<file path="src/rtl/pc_unit_if.sv">
// Request/status bundle between the interrupt/branch monitor and the fetch PC unit.
// master drives redirects and mode; slave is the PC unit itself.
interface pc_unit_if;
    logic        J;
    logic [15:0] J_R;
    logic        Store_Current;
    logic        IFID_Stall;
    logic        rti;
    logic [1:0]  Mode;
    logic [15:0] PC;
    logic        PC_valid;
    logic        Illegal_PC;
    logic        rstack_empty;
    logic        rstack_ovf;

    modport master (
        output J, J_R, Store_Current, IFID_Stall, rti, Mode,
        input  PC, PC_valid, Illegal_PC, rstack_empty, rstack_ovf
    );

    modport slave (
        input  J, J_R, Store_Current, IFID_Stall, rti, Mode,
        output PC, PC_valid, Illegal_PC, rstack_empty, rstack_ovf
    );
endinterface

</file>
<file path="src/rtl/pc_unit.sv">
// Fetch program counter with redirect, stall, and a small LIFO of interrupt return
// addresses; flags user-mode fetches below USER_BASE and returns from an empty stack.
module pc_unit #(
    parameter logic [15:0] RESET_PC  = 16'h0000,
    parameter logic [15:0] USER_BASE = 16'h0800,
    parameter int          DEPTH     = 4
) (
    input  logic       clk,
    input  logic       rst,
    pc_unit_if.slave   bus
);
    localparam int CW = $clog2(DEPTH + 1);

    logic [15:0]   pc_q, pc_d;
    logic          valid_q, valid_d;
    logic          bad_pop_q, bad_pop_d;
    logic          ovf_q, ovf_d;
    logic [CW-1:0] cnt_q, cnt_d;

    logic          push, pop, bad_pop, full, rti_taken;
    logic [15:0]   top;
    logic          unused_mode_lsb;

    assign unused_mode_lsb = bus.Mode[0];

    always_comb begin
        rti_taken = bus.rti & ~bus.J & ~bus.IFID_Stall;
        full      = (cnt_q == CW'(DEPTH));
        push      = bus.J & bus.Store_Current;
        pop       = rti_taken & (cnt_q != '0);
        bad_pop   = rti_taken & (cnt_q == '0);
    end

    always_comb begin
        pc_d      = pc_q + 16'd1;
        cnt_d     = cnt_q;
        ovf_d     = ovf_q | (push & full);
        valid_d   = ~bad_pop;
        bad_pop_d = bad_pop;
        if (bus.J) begin
            pc_d = bus.J_R;
        end else if (bus.IFID_Stall || bad_pop) begin
            pc_d = pc_q;
        end else if (pop) begin
            pc_d = top;
        end
        if (push && !full) begin
            cnt_d = cnt_q + CW'(1);
        end else if (pop) begin
            cnt_d = cnt_q - CW'(1);
        end
    end

    always_ff @(posedge clk or negedge rst) begin
        if (!rst) begin
            pc_q      <= RESET_PC;
            valid_q   <= 1'b0;
            bad_pop_q <= 1'b0;
            ovf_q     <= 1'b0;
            cnt_q     <= '0;
        end else begin
            pc_q      <= pc_d;
            valid_q   <= valid_d;
            bad_pop_q <= bad_pop_d;
            ovf_q     <= ovf_d;
            cnt_q     <= cnt_d;
        end
    end

    // Entry 0 is the top of stack; a push shifts everything down, so a full push
    // drops the oldest entry off the bottom. Contents need no reset: count gates them.
    genvar gi;
    generate
        for (gi = 0; gi < DEPTH; gi++) begin : g_stk
            logic [15:0] entry_q;
            logic [15:0] above, below;
            if (gi == 0) begin : g_first
                assign above = pc_q;
            end else begin : g_mid
                assign above = g_stk[gi-1].entry_q;
            end
            if (gi == DEPTH - 1) begin : g_last
                assign below = entry_q;
            end else begin : g_inner
                assign below = g_stk[gi+1].entry_q;
            end
            always_ff @(posedge clk) begin
                if (push) begin
                    entry_q <= above;
                end else if (pop) begin
                    entry_q <= below;
                end
            end
        end
    endgenerate

    assign top              = g_stk[0].entry_q;
    assign bus.PC           = pc_q;
    assign bus.PC_valid     = valid_q;
    assign bus.rstack_empty = (cnt_q == '0);
    assign bus.rstack_ovf   = ovf_q;
    assign bus.Illegal_PC   = (~bus.Mode[1] & (pc_q < USER_BASE) & valid_q) | bad_pop_q;
endmodule

</file>
<file path="src/flat_wrapper.sv">
// flat-port wrapper written by rule: the top's interface ports become plain ports
module pc_unit_flat 
#(
    parameter logic [15:0] RESET_PC  = 16'h0000,
    parameter logic [15:0] USER_BASE = 16'h0800,
    parameter int          DEPTH     = 4
)
  (clk, rst, bus_J, bus_J_R, bus_Store_Current, bus_IFID_Stall, bus_rti, bus_Mode, bus_PC, bus_PC_valid, bus_Illegal_PC, bus_rstack_empty, bus_rstack_ovf);
  pc_unit_if bus_i ();
  input  logic clk;
  input  logic rst;
  input wire logic [$bits(bus_i.J)-1:0] bus_J;
  input wire logic [$bits(bus_i.J_R)-1:0] bus_J_R;
  input wire logic [$bits(bus_i.Store_Current)-1:0] bus_Store_Current;
  input wire logic [$bits(bus_i.IFID_Stall)-1:0] bus_IFID_Stall;
  input wire logic [$bits(bus_i.rti)-1:0] bus_rti;
  input wire logic [$bits(bus_i.Mode)-1:0] bus_Mode;
  output wire logic [$bits(bus_i.PC)-1:0] bus_PC;
  output wire logic [$bits(bus_i.PC_valid)-1:0] bus_PC_valid;
  output wire logic [$bits(bus_i.Illegal_PC)-1:0] bus_Illegal_PC;
  output wire logic [$bits(bus_i.rstack_empty)-1:0] bus_rstack_empty;
  output wire logic [$bits(bus_i.rstack_ovf)-1:0] bus_rstack_ovf;
  assign bus_i.J = bus_J;
  assign bus_i.J_R = bus_J_R;
  assign bus_i.Store_Current = bus_Store_Current;
  assign bus_i.IFID_Stall = bus_IFID_Stall;
  assign bus_i.rti = bus_rti;
  assign bus_i.Mode = bus_Mode;
  assign bus_PC = bus_i.PC;
  assign bus_PC_valid = bus_i.PC_valid;
  assign bus_Illegal_PC = bus_i.Illegal_PC;
  assign bus_rstack_empty = bus_i.rstack_empty;
  assign bus_rstack_ovf = bus_i.rstack_ovf;
  pc_unit #(.RESET_PC(RESET_PC), .USER_BASE(USER_BASE), .DEPTH(DEPTH)) u_core (.clk(clk), .rst(rst), .bus(bus_i));
endmodule
</file>
<file path="config.mk">
export PLATFORM = sky130hd
export DESIGN_NAME = pc_unit_flat
export DESIGN_NICKNAME = d
export VERILOG_FILES = /design/src/rtl/pc_unit_if.sv /design/src/rtl/pc_unit.sv /design/src/flat_wrapper.sv
export SDC_FILE = /design/constraint.sdc
export NUM_CORES = 1
export LEC_CHECK = 0
export CORE_MARGIN = 2
export CORE_UTILIZATION = 40
export DETAILED_ROUTE_END_ITERATION = 16
export PLACE_DENSITY = 0.58
export REMOVE_ABC_BUFFERS = 1
export SYNTH_ARGS = -nofsm -noshare
export SYNTH_HDL_FRONTEND = slang
export SYNTH_SLANG_ARGS = --single-unit
</file>
<file path="constraint.sdc">
create_clock -name clk -period 3.7 [get_ports clk]
set_input_delay 0.37 -clock clk [delete_from_list [all_inputs] [get_ports clk]]
set_output_delay 0.37 -clock clk [all_outputs]
set_load 0.005 [all_outputs]
</file>
[Yosys cells after proc, flatten, opt, wreduce, memory -nomap -nowiden]
Index checks and enable logic that the tools add are counted.
Word-level totals
  flip-flop bits (word level): 86
  input port bits: 24
Operators by class
  add/subtract/negate cells: 3
  $lt $le $gt $ge: 1
  equal/unequal tests: 2
  multiplexer cells: 11
  bitwise gates (word level): 14
  reductions and logical operators: 7
Operator list (count)
  $mux 16: 9
  $add 16x1->16 const B: 1
  $lt 16x12->1 const B: 1
  $and 1x1->1: 8
  $mux 3: 2
  $not 1->1: 4
  $reduce_bool 2->1: 2
  $add 3x1->3 const B: 1
  $eq 3x3->1 const B: 1
  $logic_not 3->1: 1
  $reduce_bool 3->1: 1
  $sub 3x1->3 const B: 1
  $ne 2x2->1 const B: 1
  $or 1x1->1: 2
  $logic_and 1x1->1: 1
  $logic_not 1->1: 1
  $logic_or 1x1->1: 1

[Depth between registers and ports, before layout]
  word-level depth: 7
  depth in mapped cells: 8

[Worst setup path before layout]
OpenSTA, ideal clock, no wires.
  path kind: reg-to-reg
  from: reg u_core.cnt_q[0]
  to: reg u_core.g_stk[1].entry_q[0], enable pin
  library setup time: 583 ps
  arrival: 1999 ps
  required time: 3117 ps
  setup slack: 1118 ps
  stages on the path, launching flop included: 6
  buffers on the path: 2
  period minus slack after synthesis: 2582 ps
  cells stage by stage: dfrtp_1 > or3_1 > buf_6 > nand3_2 > buf_4 > nand2_1
On the way
  word-level cells in the longest chain between the ends: 3
RTL lines
  start, declared: line pc_unit.sv:18  | logic [CW-1:0] cnt_q, cnt_d;
  start signal, assigned: line pc_unit.sv:66  | cnt_q <= cnt_d;
  $reduce_bool 3->1: line pc_unit.sv:30  | pop = rti_taken & (cnt_q != '0);
  $and 1x1->1: line pc_unit.sv:30
  $reduce_bool 2->1 (no line)
  end signal, assigned: line pc_unit.sv:89  | entry_q <= above;
  end signal, assigned: line pc_unit.sv:91  | entry_q <= below;
  end, declared: line pc_unit.sv:75  | logic [15:0] entry_q;
No other way between the ends.
A chain may end at the register's enable or synchronous reset.

[Worst setup path in the final report]
  from: reg u_core.cnt_q[0]
  to: reg u_core.pc_q[8], in the netlist u_core.bus.PC[8]
On the way
  word-level cells in the longest chain between the ends: 5
  elaborated cells on any way between the ends: 9
  those cells by class: eq/ne (1); mux (3); bitwise (2); reduce/logical (3)
RTL lines
  $reduce_bool 3->1: line pc_unit.sv:30
  $and 1x1->1: line pc_unit.sv:30
  $mux 16: line pc_unit.sv:44  | end else if (pop) begin
  $mux 16: line pc_unit.sv:42  | end else if (bus.IFID_Stall || bad_pop) begin
  $mux 16: line pc_unit.sv:40  | if (bus.J) begin
  end signal, assigned: line pc_unit.sv:62  | pc_q <= pc_d;
  end, declared: line pc_unit.sv:14  | logic [15:0] pc_q, pc_d;
Several ways; a longest one is shown, not always the timed one. The select of a mux whose other input is x is not followed.

==> reports/metrics.yaml <==
fin_cells: 465
fin_nets: 353
synth_warnings: 0
endpoint_kind: "flip-flop"
power_frac_seq: 0.562
final-max-slew-violation-count: 0
grt_pass1_wl_um: 13430
io_pins: 44
fillers: 901
grt.total_usage: 0.1695
synth_area_leaders: "edfxtp_1, dfrtp_1, mux2_2"
async_reset_ff_frac: 0.2558
met3_usage: 0.04368
path_buf_inv: 1
cp_max_fo: 11
fin_crit_ns: 2.383
cp_top_family: "simple AND/OR/NAND/NOR gates"
rsz0062_at_grt: "false"
htree_levels: 3
cts.clk_slew.worst_paths_ns: 0.08
grt_pass1_vias: 2564
fp-row-count: 36
status: "finished, final reports clean"
synthToLayoutAreaGrowth_pct: 18.44
tightest_slew_ns: 1.071
core_um2: 9639
place.gp.congestion: 0.8309
path_class: "flip-flop to flip-flop"
ctsResizeCount: 0
seq_area_um2: 2472
cp.arrival_ns: 2.67
pre_cts_slack_ns: 1.061
die_h_um: 103.2
grt_max_degree: 37
initial_utilization: 0.4082
hp-start: "u_core.g_stk[1].below[10]$_DFFE_PP_"
period_share: 0.6442
fmax_ghz: 0.4196
comb_power_share: 0.189
cts_root_buffer: "clkbuf_8"
cts_setup_buffers: 0
p_switching_mw: 0.6428
dp_cells: 449
cts_tree: "done"
top_usage_layer: "met2"
power_density_nw_per_um2: 492.2
pwr-share-clk: 0.249
power_mw: 2.294
final_common_cell: "edfxtp_1"
met1_usage: 0.2441
clk_path_buf_depth: 2
netSwitchingFraction: 0.2802
drtIter0Drc: 105
required_ns: 3.98
final_cell_mix: "edfxtp_1, mux2_2, clkdlybuf4s50_1"
yosysTopAreaCellShare: 0.4884
power_leakage_nw: 1.634
insertion_delay_ns: 0.35
wirelength_um: 8158
cts_made_buffers: 9
vias: 2442
synth_area_um2: 3935
finalHoldViolCount: 0
syn_inst: 282
multi_input_area_um2: 1345
final_area_um2: 4661
dpl_cell_area_um2: 4501
routed_via_density: 5.252
drt_first_pass_iters: 4
cts.sinks: 86
dp_hpwl_um: 5494
synth_edf_count: 64
synth_cell_types: 50
synthFlopType: "edfxtp_1"
grtUsageMet2: 0.2587
fin_skew_ns: 0.01223
postLayoutSetupSlackWorst_ns: 1.317
start_kind: "flip-flop"
slowest_delay_ns: 0.80
timing.critical_path.from: "u_core.cnt_q[0]$_DFFE_PN0P_"
max_cap_viol_count: 0
setup_viol: 0
cp_cell_sequence: "or3_1 > clkinv_4 > a21oi_1 > nor2_1 > a221o_1"
die_area_um2: 10650
n_antenna_cell: 0
synth_seq_cells: 86
grt_antenna_before_repair: 0
wl_per_cell_um: 17.54
hold_class: "flip-flop to flip-flop"
holdBufCountCts: 0
r2r_start: "u_core.cnt_q[0]$_DFFE_PN0P_"
peakVddDrop_v: 0.0002237
die_w_um: 103.2
portBuffers: 42
slowest_stage: "nor2_1"
synth_seq_area_share: 0.6283
grt.overflow.total: 0
avgSynthCellArea_um2: 13.95
drive_gt1_frac: 0.2259
synth_area_leader_cell: "edfxtp_1"
drcViolationCount: 0
tns_ns: 0
internal_power_mw: 1.651
ant_nets: 0
slew_headroom: 0.2839
==> cell families (layout without fill, tap and decap cells) <==
family                     Yosys count  after routing  share of synthesized area
and+or+nand+nor                     59             59                    0.07886
adders and majority gates            2              2                   0.008267
muxes                               46             46                     0.1313
DFF                                 86             86                     0.6283
xor gates and xnor gates            13             13                    0.02894
AOI/OAI and AO/OA                   53             53                    0.09380
buffers and inverters               23             73                    0.03052
==> area by class of cell <==
cell class	instances	area share
Sequential cell	86	0.5305
Multi-Input combinational cell	173	0.2886
Timing Repair Buffer	48	0.1026
Tap cell	133	0.03570
Clock buffer	12	0.02899
Inverter	9	0.008322
Clock inverter	4	0.005369
==> metrics by stage <==
stage / hold WS [ns] / utilization
after floorplan: 0.07441 / -
after global placement: 0.4265 / 0.4669
after detailed placement: 0.4353 / 0.4669
after CTS: 0.4527 / 0.4835
after global routing: 0.4665 / 0.4835
final: 0.4485 / 0.4835
==> cell usage after synthesis, types with 3 or more instances <==
master / count
inv_1: 7
o21ai_0: 13
nand2b_1: 3
nor2_1: 9
nand3_1: 10
mux2_2: 44
dfrtp_1: 22
a221o_1: 10
nor4b_1: 3
nand2_1: 17
buf_2: 5
clkbuf_1: 5
xor2_1: 6
nor3_1: 3
edfxtp_1: 64
xnor2_1: 7
a21oi_1: 13
==> metal layers <==
metal	wire, µm	vias to the layer above
met3	433	4
met5	0	-
met1	4085	1213
met2	3598	65
li1	-	1160
met4	40	0
==> flip-flops by register name, indices dropped and copies added, names as in the netlist <==
signal and flops:
u_core.bad_pop_q 1, u_core.bus.PC 16, u_core.bus.PC_valid 1, u_core.bus.rstack_ovf 1, u_core.cnt_q 3, u_core.g_stk.below 48
u_core.g_stk.entry_q 16
==> path summary, 6_finish.rpt <==
path                                                  endpoint  slack [ns]  depth (start not counted)
setup / recovery                  u_core.bus.PC[8]$_DFFE_PN0P_        1.32                          5
hold / removal             u_core.g_stk[2].below[10]$_DFFE_PP_        0.45                          0
hold reg to reg            u_core.g_stk[2].below[10]$_DFFE_PP_        0.45                          0
max in group asynchronous         u_core.bus.PC[4]$_DFFE_PN0P_        2.45                          1
min in group asynchronous          u_core.cnt_q[1]$_DFFE_PN0P_        0.60                          1
setup reg to reg                  u_core.bus.PC[8]$_DFFE_PN0P_        1.32                          5
==> power groups by stage <==
stage	Combinational, mW	Sequential [mW]	Clock, mW
after floorplan	0.249	1.28	0
after global placement	0.428	1.31	0
after detailed placement	0.436	1.31	0
after CTS	0.439	1.29	0.588
after global routing	0.485	1.31	0.630
final	0.434	1.29	0.570
(Power assumes the default switching activity.)
